[src/rtl/dff_debouncer.sv]
// Debounces a synchronous single-bit sample. It outputs the accepted level, rise/fall strobes and an edge count.
// Optional macro DFF_DEBOUNCER_CLEAR_EN adds a synchronous clr input that zeroes edge_count.
//
// state   | meaning
// IDLE_LO | accepted level 0, din agrees
// CHK_HI  | din high, qualifying a 0->1 change
// IDLE_HI | accepted level 1, din agrees
// CHK_LO  | din low, qualifying a 1->0 change
module dff_debouncer #(
    parameter int STABLE_CYCLES = 4,
    parameter int CNT_W         = 8
) (
    input  logic             clk,
    input  logic             rst_n,
    input  logic             din,
`ifdef DFF_DEBOUNCER_CLEAR_EN
    input  logic             clr,
`endif
    output logic             q_stable,
    output logic             rise,
    output logic             fall,
    output logic             busy,
    output logic [CNT_W-1:0] edge_count
);

    localparam int QW = $clog2(STABLE_CYCLES + 1);
    localparam logic [QW-1:0] LAST = QW'(STABLE_CYCLES - 1);

    typedef enum logic [1:0] {IDLE_LO, CHK_HI, IDLE_HI, CHK_LO} state_t;

    state_t          state, state_n;
    logic [QW-1:0]   qcnt, qcnt_n;
    logic            commit_rise, commit_fall;
    logic            clr_i;

`ifdef DFF_DEBOUNCER_CLEAR_EN
    assign clr_i = clr;
`else
    assign clr_i = 1'b0;
`endif

    always_comb begin
        state_n     = state;
        qcnt_n      = qcnt;
        commit_rise = 1'b0;
        commit_fall = 1'b0;
        case (state)
            IDLE_LO: begin
                if (din) begin
                    if (STABLE_CYCLES == 1) begin
                        commit_rise = 1'b1;
                        state_n     = IDLE_HI;
                    end else begin
                        qcnt_n  = QW'(1);
                        state_n = CHK_HI;
                    end
                end
            end
            CHK_HI: begin
                if (!din) begin
                    qcnt_n  = '0;
                    state_n = IDLE_LO;
                end else if (qcnt == LAST) begin
                    commit_rise = 1'b1;
                    qcnt_n      = '0;
                    state_n     = IDLE_HI;
                end else begin
                    qcnt_n = qcnt + QW'(1);
                end
            end
            IDLE_HI: begin
                if (!din) begin
                    if (STABLE_CYCLES == 1) begin
                        commit_fall = 1'b1;
                        state_n     = IDLE_LO;
                    end else begin
                        qcnt_n  = QW'(1);
                        state_n = CHK_LO;
                    end
                end
            end
            CHK_LO: begin
                if (din) begin
                    qcnt_n  = '0;
                    state_n = IDLE_HI;
                end else if (qcnt == LAST) begin
                    commit_fall = 1'b1;
                    qcnt_n      = '0;
                    state_n     = IDLE_LO;
                end else begin
                    qcnt_n = qcnt + QW'(1);
                end
            end
            default: begin
                state_n = IDLE_LO;
                qcnt_n  = '0;
            end
        endcase
    end

    always_ff @(posedge clk or negedge rst_n) begin
        if (!rst_n) begin
            state      <= IDLE_LO;
            qcnt       <= '0;
            q_stable   <= 1'b0;
            rise       <= 1'b0;
            fall       <= 1'b0;
            busy       <= 1'b0;
            edge_count <= '0;
        end else begin
            state <= state_n;
            qcnt  <= qcnt_n;
            rise  <= commit_rise;
            fall  <= commit_fall;
            busy  <= (state_n == CHK_HI) || (state_n == CHK_LO);
            if (commit_rise)
                q_stable <= 1'b1;
            else if (commit_fall)
                q_stable <= 1'b0;
            // clear takes priority over a same-edge commit
            if (clr_i)
                edge_count <= '0;
            else if (commit_rise || commit_fall)
                edge_count <= edge_count + CNT_W'(1);
        end
    end

endmodule

[config.mk]
export PLATFORM = sky130hd
export DESIGN_NAME = dff_debouncer
export DESIGN_NICKNAME = d
export VERILOG_FILES = /design/src/rtl/dff_debouncer.sv
export SDC_FILE = /design/constraint.sdc
export NUM_CORES = 1
export LEC_CHECK = 0
export ABC_AREA = 1
export BUFFER_PORTS_ARGS = -buffer_cell sky130_fd_sc_hd__buf_2
export CAP_MARGIN = 20
export CORE_UTILIZATION = 47
export CTS_CLUSTER_DIAMETER = 150
export DETAILED_ROUTE_END_ITERATION = 8
export PLACE_DENSITY = 0.77
export SYNTH_ARGS = -nofsm -noshare
export SYNTH_HDL_FRONTEND = slang
export SYNTH_SLANG_ARGS = --single-unit
[constraint.sdc]
create_clock -name clk -period 1.2 [get_ports clk]
set_input_delay 0.36 -clock clk [delete_from_list [all_inputs] [get_ports clk]]
set_output_delay 0.36 -clock clk [all_outputs]
set_load 0.01 [all_outputs]
==> run_results.csv <==
group,metric,value,unit
flow_run,drv_cap,0,
worst_setup_path,required,1.38,ns
outcome,outcome,"finished, violations left",
logic_synthesis,synth_seq_cells,17,
sta,setup_ws,-0.0461,ns
outcome,violations,"DRC, setup timing",
floorplanning,die_area,1950,um2
sta,slew_headroom,73.7,%
logic_synthesis,synthCells,101,
route,wl,1960,um
sta,fin_crit_sh,104,%
grt,antenna_found_initial,0,
cells_and_area,layout.cells.non_filler,153,
grt,track_usage,21.0,%
sta,hold_viol,0,
route,drtPass1Iterations,6,
floorplanning,die_h,44.1,um
worst_setup_path,startpoint_type,"register",
sta,finalClockSkew,0.000522,ns
floorplanning,start_util,52.9,%
route,antenna_left,0,
logic_synthesis,synth.avg_cell_area,8.25,um2
cts,clk_latency,0.29,ns
worst_setup_path,path_max_fanout,5,
sta,slew_violations,0,
route,vias,802,
worst_setup_path,reg2reg_slack,-0.05,ns
cells_and_area,drive_gt1_share,40.1,%
logic_synthesis,ys_seq_area_share,51.1,%
logic_synthesis,synthDistinctLibCells,16,
worst_setup_path,worstPathArrival,1.43,ns
sta,rsz0062_at_grt,"true",
worst_hold_path,hold_path_class,"input pin to register",
pwr,power_density,1810,nW/um2
logic_synthesis,syn_nets,106,
cells_and_area,utilization,74.7,%
floorplanning,fp.coreArea,1580,um2
cells_and_area,area_growth,41.3,%
placement,gp_congestion,0.815,
placement,portBuffers,14,
placement,dp.cells,136,
grt,overflow,0,
cells_and_area,final_cell_mix,"nand2_1 (32), dfrtp_1 (14), buf_4 (14)",
grt,first_global_vias,713,
grt,grt_max_degree,18,
sta,max_freq,803,MHz
cts,numCtsBuffers,3,
route,drt_iter0_drc,26,
route,drc,1,
worst_setup_path,cp-end-kind,"register",
placement,pre_cts_ws,-0.0510,ns
cts,tritoncts,"built",
pwr,max-vdd-ir-drop,1.11,mV
sta,setup_violations,9,
cts,root_buffer,"clkbuf_4",
logic_synthesis,syn-cell-area,833,um2
cells_and_area,nNetsFinal,143,
grt,grt_pass1_wl,2950,um
sta,worst_pin_slew,0.395,ns
cts,cts.reportedPaths.clkPinSlew,0.10,ns
sta,period_needed,1.25,ns
route,wl_per_cell,12.8,um
cells_and_area,antenna_cells,0,
cts,cts_htree_levels,1,
cts,cts.path.max_buffers,2,
worst_setup_path,criticalPathCategory,"register to register",
logic_synthesis,yosys_warnings,0,
floorplanning,rows,14,
floorplanning,die_x,44.1,um
cts,cts_sinks,17,
floorplanning,io_pins,15,
cells_and_area,layout_commonest_cell,"nand2_1",
placement,dp_hpwl,1180,um
cells_and_area,nFillCells,114,
pwr,leakagePower,0.000623,uW
route,via_per_inst,5.24,
[Yosys cell counts (all sizes together)]
library cell | number | area [um2]
dfrtp | 17 | 425
nand3b | 3 | 22.5
xnor2 | 1 | 8.76
nand3 | 7 | 35.0
nand4 | 1 | 6.26
nand2 | 40 | 168
inv | 13 | 48.8
clkinv | 1 | 8.76
a21oi | 1 | 5.00
ha | 2 | 25.0
nor2 | 9 | 50.1
o21ai | 6 | 30.0
[report_power, final]
part / internal, uW / switching (uW)
combinational: 474 / 498
clock: 124 / 181
sequential: 727 / 133
total: 1330 / 811
[repair_timing]
action / 4_1_cts / 5_1_grt
pin swaps: 1 / 8
endpoints found under the setup margin: 21 / 17
buffers inserted: 6 / 5
gates cloned: 0 / 1
resized for setup: 6 / 22
hold buffers: 1 / 0
hold endpoints to repair: 17 / 0
[flip-flops by register name, indices dropped and copies added (netlist names)]
| signal | cells |
|---|---|
| busy | 1 |
| edge_count | 8 |
| fall | 1 |
| q_stable | 1 |
| qcnt | 3 |
| rise | 1 |
| state | 2 |
[critical path, cell delays in order (launching register included)]
cell	delay [ns]
dfrtp_1	0.37
ha_2	0.21
nand2_4	0.08
nor2_8	0.16
nand2_8	0.09
buf_6	0.13
xnor2_1	0.11
[final cells by class]
type / instances / area, um2 / area share, %
timing repair inverter: 1 / 6.26 / 0.531
clock buffer: 3 / 22.5 / 1.91
multi-input combinational: 70 / 410 / 34.9
inverter: 14 / 57.6 / 4.89
clock inverter: 1 / 5.00 / 0.425
tap: 16 / 20.0 / 1.70
sequential: 17 / 429 / 36.5
timing repair buffer: 31 / 226 / 19.2
[through the flow]
| step | cell area [um2] | hold slack, ns | total power [uW] | setup TNS (ns) |
|---|---|---|---|---|
| 6_report | 1180 | 0.317 | 2140 | -0.254 |
| 5_1_grt | 1180 | 0.313 | 2280 | -0.804 |
| 4_1_cts | 1060 | 0.312 | 1910 | -0.154 |
| 3_5_place_dp | 961 | 0.301 | 1510 | -0.332 |
| 3_3_place_gp | 961 | 0.298 | 1470 | 0 |
| 2_1_floorplan | 833 | 0.0644 | 1250 | 0 |
[final timing paths]
path,from,endpoint,cells past startpoint
min in group asynchronous,rst_n,edge_count[6],2
max in group asynchronous,rst_n,edge_count[1],2
min,din,state[1],3
min reg2reg,edge_count[3],edge_count[3],2
max reg2reg,qcnt[1],edge_count[0],6
max,qcnt[1],edge_count[0],6
[cell families after synthesis]
| logic type | after synthesis | share of synthesized area, % |
|---|---|---|
| fa+ha+maj | 2 | 3.00 |
| simple gates | 60 | 33.8 |
| compound gates | 7 | 4.20 |
| flops | 17 | 51.1 |
| xor+xnor | 1 | 1.05 |
| buf+inv | 14 | 6.91 |
[routing by layer]
layer  GRT usage, %  share of wire (%)  vias to the layer above  wire length (um)
li1               -                  -                      387                 -
met1           23.4                 38                      388               750
met2           39.1                 57                       23              1110
met3           4.08                3.4                        4                66
met4           7.88                1.2                        0                24
met5              0                  0                        -                 0
Power figures use the tool's default switching activity.
